File: config.mk
export PLATFORM = sky130hd
export DESIGN_NAME = latch_q_capture
export DESIGN_NICKNAME = d
export VERILOG_FILES = /design/src/rtl/latch_cap_pkg.sv /design/src/rtl/sync_chain.sv /design/src/rtl/latch_q_capture.sv
export SDC_FILE = /design/constraint.sdc
export NUM_CORES = 1
export LEC_CHECK = 0
export CORE_UTILIZATION = 39
export CTS_CLUSTER_SIZE = 30
export DETAILED_ROUTE_END_ITERATION = 12
export PLACE_DENSITY = 0.72
export SLEW_MARGIN = 20
export SYNTH_ARGS = -nofsm -noshare
export SYNTH_HDL_FRONTEND = slang
export SYNTH_SLANG_ARGS = --single-unit
File: constraint.sdc
create_clock -name clk -period 1.1 [get_ports clk]
set_input_delay 0.22 -clock clk [delete_from_list [all_inputs] [get_ports clk]]
set_output_delay 0.22 -clock clk [all_outputs]
set_load 0.005 [all_outputs]
File: src/rtl/latch_cap_pkg.sv
// latch_cap_pkg: shared types and constants for the latch_q_capture block.
//   cap_state_t      - debounce FSM states
//   EDGE_RISE/FALL   - evt_edge encodings
//   DEF_*            - default parameter values
package latch_cap_pkg;

  typedef enum logic [1:0] {
    IDLE_LO = 2'd0,
    CHK_HI  = 2'd1,
    IDLE_HI = 2'd2,
    CHK_LO  = 2'd3
  } cap_state_t;

  localparam logic EDGE_RISE = 1'b1;
  localparam logic EDGE_FALL = 1'b0;

  localparam int DEF_SYNC_STAGES   = 2;
  localparam int DEF_STABLE_CYCLES = 4;
  localparam int DEF_CNT_W         = 8;

endpackage

File: src/rtl/sync_chain.sv
// sync_chain: SYNC_STAGES-deep flop chain bringing an asynchronous level
// into the clk domain. Flop 0 samples d; q is the last flop.
// Ports:
//   clk   - sampling clock
//   rst_n - asynchronous active-low reset, clears every flop to 0
//   d     - asynchronous input level
//   q     - synchronized level
module sync_chain #(
  parameter int SYNC_STAGES = latch_cap_pkg::DEF_SYNC_STAGES
) (
  input  logic clk,
  input  logic rst_n,
  input  logic d,
  output logic q
);

  logic [SYNC_STAGES-1:0] chain_q;
  logic [SYNC_STAGES-1:0] chain_d;

  always_comb begin
    chain_d = {chain_q[SYNC_STAGES-2:0], d};
  end

  // NOTE: every synchronizer flop is reset so q is a known 0 straight out
  // of reset instead of leaking whatever the chain powered up with.
  always_ff @(posedge clk or negedge rst_n) begin
    if (!rst_n) begin
      chain_q <= '0;
    end else begin
      chain_q <= chain_d;
    end
  end

  assign q = chain_q[SYNC_STAGES-1];

endmodule

File: src/rtl/latch_q_capture.sv
// latch_q_capture: captures the D latch output q_in into the clk domain,
// debounces it and reports each accepted transition as a one-cycle
// rise/fall pulse and as a valid/ready event record.
// Ports:
//   clk, rst_n           - clock, asynchronous active-low reset
//   q_in                 - latch output (asynchronous)
//   q_sync               - synchronizer output
//   q_stable             - debounced level
//   rise, fall           - one-cycle transition pulses
//   evt_valid, evt_edge  - pending event record (evt_edge 1 = rise)
//   evt_ready            - consumer accepts the pending event
//   ovf, ovf_clr         - sticky dropped-event flag and its clear
//   evt_cnt              - saturating count of accepted transitions
// Configuration: define LATCH_CAP_CNT_EN to build evt_cnt; otherwise it
// is tied to 0.
module latch_q_capture
  import latch_cap_pkg::*;
#(
  parameter int SYNC_STAGES   = DEF_SYNC_STAGES,
  parameter int STABLE_CYCLES = DEF_STABLE_CYCLES,
  parameter int CNT_W         = DEF_CNT_W
) (
  input  logic             clk,
  input  logic             rst_n,
  input  logic             q_in,
  output logic             q_sync,
  output logic             q_stable,
  output logic             rise,
  output logic             fall,
  output logic             evt_valid,
  output logic             evt_edge,
  input  logic             evt_ready,
  output logic             ovf,
  input  logic             ovf_clr,
  output logic [CNT_W-1:0] evt_cnt
);

  localparam int DB_W = $clog2(STABLE_CYCLES + 1);
  // The accepting sample is the one that would take cnt to STABLE_CYCLES,
  // so the new level is reported on that same edge.
  localparam logic [DB_W-1:0] DB_LAST = DB_W'(STABLE_CYCLES - 1);
  localparam logic [DB_W-1:0] DB_ONE  = DB_W'(1);

  sync_chain #(.SYNC_STAGES(SYNC_STAGES)) u_sync (
    .clk   (clk),
    .rst_n (rst_n),
    .d     (q_in),
    .q     (q_sync)
  );

  cap_state_t      state_q, state_d;
  logic [DB_W-1:0] db_cnt_q, db_cnt_d;
  logic            q_stable_q, q_stable_d;
  logic            rise_q, rise_d;
  logic            fall_q, fall_d;
  logic            evt_valid_q, evt_valid_d;
  logic            evt_edge_q, evt_edge_d;
  logic            ovf_q, ovf_d;
  logic            new_evt;

  // NOTE: every signal gets a default at the top of the block so no path
  // leaves it unassigned and no latch is inferred.
  always_comb begin
    state_d    = state_q;
    db_cnt_d   = db_cnt_q;
    q_stable_d = q_stable_q;
    rise_d     = 1'b0;
    fall_d     = 1'b0;
    unique case (state_q)
      IDLE_LO: begin
        if (q_sync) begin
          if (STABLE_CYCLES == 1) begin
            state_d    = IDLE_HI;
            q_stable_d = 1'b1;
            rise_d     = 1'b1;
            db_cnt_d   = '0;
          end else begin
            state_d  = CHK_HI;
            db_cnt_d = DB_ONE;
          end
        end
      end
      CHK_HI: begin
        if (!q_sync) begin
          state_d  = IDLE_LO;
          db_cnt_d = '0;
        end else if (db_cnt_q == DB_LAST) begin
          state_d    = IDLE_HI;
          q_stable_d = 1'b1;
          rise_d     = 1'b1;
          db_cnt_d   = '0;
        end else begin
          db_cnt_d = db_cnt_q + DB_ONE;
        end
      end
      IDLE_HI: begin
        if (!q_sync) begin
          if (STABLE_CYCLES == 1) begin
            state_d    = IDLE_LO;
            q_stable_d = 1'b0;
            fall_d     = 1'b1;
            db_cnt_d   = '0;
          end else begin
            state_d  = CHK_LO;
            db_cnt_d = DB_ONE;
          end
        end
      end
      CHK_LO: begin
        if (q_sync) begin
          state_d  = IDLE_HI;
          db_cnt_d = '0;
        end else if (db_cnt_q == DB_LAST) begin
          state_d    = IDLE_LO;
          q_stable_d = 1'b0;
          fall_d     = 1'b1;
          db_cnt_d   = '0;
        end else begin
          db_cnt_d = db_cnt_q + DB_ONE;
        end
      end
      default: begin
        state_d  = IDLE_LO;
        db_cnt_d = '0;
      end
    endcase
  end

  assign new_evt = rise_d | fall_d;

  // Event record: a new event may replace one being handed off this edge,
  // but one arriving onto an unaccepted record is dropped. ovf set beats
  // ovf_clr because the clear is applied first and the set after it.
  always_comb begin
    evt_valid_d = evt_valid_q;
    evt_edge_d  = evt_edge_q;
    ovf_d       = ovf_q & ~ovf_clr;
    if (new_evt) begin
      if (evt_valid_q && !evt_ready) begin
        ovf_d = 1'b1;
      end else begin
        evt_valid_d = 1'b1;
        evt_edge_d  = rise_d ? EDGE_RISE : EDGE_FALL;
      end
    end else if (evt_valid_q && evt_ready) begin
      evt_valid_d = 1'b0;
    end
  end

  // NOTE: state is updated with non-blocking assignments so every flop
  // samples the pre-edge values regardless of statement order.
  always_ff @(posedge clk or negedge rst_n) begin
    if (!rst_n) begin
      state_q     <= IDLE_LO;
      db_cnt_q    <= '0;
      q_stable_q  <= 1'b0;
      rise_q      <= 1'b0;
      fall_q      <= 1'b0;
      evt_valid_q <= 1'b0;
      evt_edge_q  <= 1'b0;
      ovf_q       <= 1'b0;
    end else begin
      state_q     <= state_d;
      db_cnt_q    <= db_cnt_d;
      q_stable_q  <= q_stable_d;
      rise_q      <= rise_d;
      fall_q      <= fall_d;
      evt_valid_q <= evt_valid_d;
      evt_edge_q  <= evt_edge_d;
      ovf_q       <= ovf_d;
    end
  end

  assign q_stable  = q_stable_q;
  assign rise      = rise_q;
  assign fall      = fall_q;
  assign evt_valid = evt_valid_q;
  assign evt_edge  = evt_edge_q;
  assign ovf       = ovf_q;

`ifdef LATCH_CAP_CNT_EN
  logic [CNT_W-1:0] evt_cnt_q, evt_cnt_d;

  always_comb begin
    evt_cnt_d = evt_cnt_q;
    if (new_evt && (evt_cnt_q != '1)) begin
      evt_cnt_d = evt_cnt_q + CNT_W'(1);
    end
  end

  always_ff @(posedge clk or negedge rst_n) begin
    if (!rst_n) begin
      evt_cnt_q <= '0;
    end else begin
      evt_cnt_q <= evt_cnt_d;
    end
  end

  assign evt_cnt = evt_cnt_q;
`else
  assign evt_cnt = '0;
`endif

endmodule

Yosys cells after proc, flatten, opt, wreduce, memory -nomap -nowiden
Index checks and enable logic that the tools add are counted.

Register bits: 13. Output and inout port bits: 15. Word-level logic and storage cells: 67.

Add/subtract/negate cells: 1. Equality and inequality tests: 13. Mux-type cells: 29. Bitwise gates (word level): 4. Reduce and logical (&&, ||, !) cells: 11.

Operators by type and width (count): $mux W1 (15); $mux W3 (5); $mux W2 (6); $pmux W3 S4 (1); $ne A2 B2 Y1 const B (5); $pmux W2 S4 (1); $reduce_and A2 Y1 (3); $reduce_and A5 Y1 (1); $eq A2 B2 Y1 const B (2); $ne A2 B1 Y1 const B (2); $reduce_and A4 Y1 (1); $reduce_bool A2 Y1 (2); $add A3 B1 Y3 const B (1); $eq A3 B2 Y1 const B (1); $ne A3 B2 Y1 const B (1); $ne A3 B3 Y1 const B (1); $eq A2 B1 Y1 const B (1); $logic_and A1 B1 Y1 (2); $logic_not A2 Y1 (1); $not A1 Y1 (2); $pmux W1 S2 (1); $and A1 B1 Y1 (1); $logic_not A1 Y1 (1); $or A1 B1 Y1 (1).

Longest topological paths before layout
Depth in word-level cells: 7. Mapped depth: 4.

Modules after synthesis
Synthesis repeated with hierarchy kept, for this count alone.

Cells, all modules: 57. Area total of the unflattened synthesis: 641.9 sq um.

Modules (own cells, without submodules): latch_q_capture (instances 1, cells an instance 55, area each 591.8 sq um); sync_chain (instances 1, cells an instance 2, area each 50.0 sq um).

Worst setup path before layout
Ideal clock, no wire load.

Kind: reg-to-reg. Start: register db_cnt_q[0]. End: register evt_edge_q (netlist: evt_edge). Setup time: 0.127 ns. Data arrival time: 1.016 ns. Data required time: 0.973 ns. Setup slack: -0.043 ns. Cell stages (with the launch flop): 5. Path through: dfrtp_1 -> ha_1 -> and3b_2 -> a31oi_1 -> a21oi_1.

Cells in the longest elaborated chain, start to end: 6.

RTL lines: start, declared (RTL line latch_q_capture.sv:52) `logic [DB_W-1:0] db_cnt_q, db_cnt_d;`; start signal, assigned (RTL line latch_q_capture.sv:164) `db_cnt_q <= db_cnt_d;`; $eq A3 B2 Y1 * (RTL line latch_q_capture.sv:87, latch_q_capture.sv:113); $mux W1 * (RTL line latch_q_capture.sv:87, latch_q_capture.sv:113); $mux W1 (on tied branches) (RTL line latch_q_capture.sv:84, latch_q_capture.sv:110); $mux W1 (RTL line latch_q_capture.sv:69) `unique case (state_q)`; $or A1 B1 Y1 (RTL line latch_q_capture.sv:129) `assign new_evt = rise_d | fall_d;`; $reduce_and A2 Y1 (no line); end signal, assigned (RTL line latch_q_capture.sv:169) `evt_edge_q <= evt_edge_d;`; end, declared (RTL line latch_q_capture.sv:57) `logic evt_edge_q, evt_edge_d;`.

Every way passes the cells marked *; elsewhere a longest branch is shown, timed or not. A chain may end at the register's enable or synchronous reset.

Final worst setup path
Start: register db_cnt_q[0]. End: register q_stable_q (netlist: q_stable).

Cells in the longest elaborated chain, start to end: 3.

RTL lines: $eq A3 B2 Y1 * (RTL line latch_q_capture.sv:87, latch_q_capture.sv:113); $ne A2 B2 Y1 (no line); $reduce_and A5 Y1 (no line) *; end signal, assigned (RTL line latch_q_capture.sv:165) `q_stable_q <= q_stable_d;`; end, declared (RTL line latch_q_capture.sv:53) `logic q_stable_q, q_stable_d;`.

Marked as above.

==> reports/qor.csv <==
metric,value,unit
largest net degree at the start of global routing,14,
peak supply drop,1.032,mV
max incr delay on CP,0.39,ns
TritonCTS Sinks,13,
Layout area overhead,38.28,%
most common cell in the netlist,dfrtp_1,
final hold vios,0,
setup ws final,-0.05858,ns
Critical Path Source Type,register,
vias in the first global route,429,
Worst-path clk slew,0.08,ns
YS warnings,0,
placer congestion estimate,0.7777,
Worst R2R End,q_stable$_DFFE_PN0P_,
ys flop type,dfrtp_1,
Initial Util,41.45,%
area of the mapped netlist,624.3,sq um
chip height,42.01,microns
status,"finished, violations left",
Seq pwr share,40.2,%
final worst-path cycle share,105.3,%
r2r startpoint,db_cnt_q[0]$_DFFE_PN0P_,
vias per cell,4.727,
Final setup viols,5,
"Data arrival, critical path",1.31,ns
Die Wd,42.01,microns
CTS Buffer Depth,2,
Min-Delay Path Class,primary input to async pin,
CTS tree,built,
# diodes,0,
total power,1656,uW
number of synthesized flops with an enable pin,0,
synthesized area per cell,10.95,sq um
filler instances,141,
drt first pass iters,4,
clock buffer count from CTS,3,
"Cell Area, Placed",775.7,sq um
reg2reg path depth,4,
layout net count,90,
"Cell Chain, Critical Path",ha_2 > and3b_2 > a21oi_2 > o21ai_1,
Comb pwr share,42.0,%
Rows,14,
minimum clock period,1.159,ns
Post-Layout Inst Area,863.3,sq um
GRT overflow,0,
area of the die,1765,sq um
critical path peak fanout,5,
static leakage,0.0004132,uW
insertion delay to the later sink of the worst-skew pair,0.27,ns
share of async-settable or async-resettable flops after synthesis,100.0,%
Setup crit end kind,register,
Clock Power Share,17.7,%
Synth top area share,52.10,%
Ports,20,
Post-Syn Instances,57,
"Req. time, crit path",1.25,ns
Clock Root Buffer,clkbuf_4,
skew final,0.004423,ns
Post-DP HPWL,821.1,microns
switching share of total power,33.05,%
"top cells by area, synth","dfrtp_1, buf_4, nand2_1",
"Seq/Total Area, Yosys",52.10,%
cell family with the largest share of critical-path delay,flip-flops,
ANT nets after route,0,
H-tree levels,1,
RSZ-0062 raised after global routing,true,
register bit count reported by yosys,13,
Switch Pwr,547.3,uW
DRC viols,0,
Crit path buffers/inverters,0,
mean routed wirelength per cell,12.17,microns
max cap viols,0,
post-synth top area cell,dfrtp_1,
global-route usage over all layers,15.11,%
core footprint,1506,sq um
Synth top cells by count,"dfrtp_1, buf_4, nand2_1",
Cell Pwr Density,1918,nW/um^2
crit path kind,register to register,
first-pass GRT wire length,1925,microns
failing checks,negative setup slack,
Int Power,1109,uW
initial antenna violation count,0,
fraction of layout cells with a size suffix above 1,39.76,%
Reg2Reg Setup Slack,-0.06,ns
Max Transition Viols Final,0,
Yosys cell types,25,
routed via count,468,
Worst path slowest cell,dfrtp_1,
port bufs,11,
fmax,0.8631,GHz
initial DRC count,7,
Post-Route WL,1205,microns
==> worst max path at each step <==
| stage | startpoint | endpoint | cells past startpoint |
|---|---|---|---|
| 3_5_place_dp | u_sync.chain_q[1]$_DFF_PN0_ | q_sync | 1 |
| 3_3_place_gp | evt_ready | evt_edge$_DFFE_PN0P_ | 4 |
| 5_1_grt | db_cnt_q[1]$_DFFE_PN0P_ | q_stable$_DFFE_PN0P_ | 4 |
| 6_report | db_cnt_q[0]$_DFFE_PN0P_ | q_stable$_DFFE_PN0P_ | 4 |
| 4_1_cts | u_sync.chain_q[1]$_DFF_PN0_ | db_cnt_q[2]$_DFFE_PN0P_ | 5 |
| 2_1_floorplan | db_cnt_q[1]$_DFFE_PN0P_ | q_stable$_DFFE_PN0P_ | 4 |
==> routing by layer <==
metal	up-vias	track usage, %	wire length, microns
met2	12	23.75	636
met3	2	3.879	46
met5	-	0	0
met1	233	19.43	518
met4	0	7.500	4
li1	221	-	-
==> through the flow <==
| stage | hold WS, ns | setup WS, ns | util [%] | setup TNS, ns | instances |
|---|---|---|---|---|---|
| 6_report | 0.2665 | -0.05858 | 57.31 | -0.2119 | 99 |
| 5_1_grt | 0.2767 | -0.1106 | 57.31 | -0.5235 | 99 |
| 4_1_cts | 0.2667 | -0.06645 | 55.15 | -0.1933 | 97 |
| 3_5_place_dp | 0.3455 | -0.08585 | 51.50 | -0.2628 | 91 |
| 3_3_place_gp | 0.3344 | -0.05486 | 51.50 | -0.1679 | 91 |
| 2_1_floorplan | -0.07559 | 0.001565 | - | 0 | 64 |
==> sequential cells by signal, indices dropped and copies added, names as in the netlist, named ones only <==
name / cells
state_q: 1
evt_valid: 1
evt_edge: 1
q_stable: 1
fall: 1
rise: 1
db_cnt_q: 3
u_sync.chain_q: 2
ovf: 1
==> area by class of cell <==
type	instances	area (sq um)	share of cell area, %
inverters	2	7.507	0.8696
flip-flops and latches	13	326.6	37.83
multi-input cells	39	281.5	32.61
clock buffers	4	26.28	3.043
repair buffers	25	201.4	23.33
well taps	16	20.02	2.319
==> placed cells by master, fill, tap and decap left out, types with 2 or more instances in the layout <==
master / netlist / final
dfrtp_1: 13 / 12
buf_4: 8 / 11
conb_1: 1 / 8
nand2_1: 7 / 7
clkdlybuf4s50_1: 0 / 4
clkbuf_4: 0 / 3
clkbuf_2: 0 / 3
buf_6: 2 / 3
nor2_2: 0 / 2
inv_1: 2 / 2
o21ai_1: 2 / 2
buf_2: 0 / 2
clkdlybuf4s15_1: 0 / 2
==> cells by family (layout without fill, tap and decap cells) <==
group	Yosys count	in the layout	share of synthesized area, %
xor+xnor	2	2	5.212
buf+inv	12	31	14.43
other cells	1	8	0.6006
fa+ha+maj	1	1	2.004
simple gates	18	18	16.03
flops	13	13	52.10
compound gates	10	10	9.621
==> power groups by stage <==
stage,Clock (uW),Combinational [uW],Sequential (uW)
CTS,310,580,659
finish,293,696,666
global route,329,759,681
floorplan,0,352,640
detailed placement,0,562,656
global placement,0,539,652
==> what timing repair did <==
action	CTS	global route
buffers inserted	2	2
pin swaps	5	3
hold buffers	0	0
gates resized for setup	23	9
endpoints found under the setup margin	13	12
(Power assumes the default switching activity.)
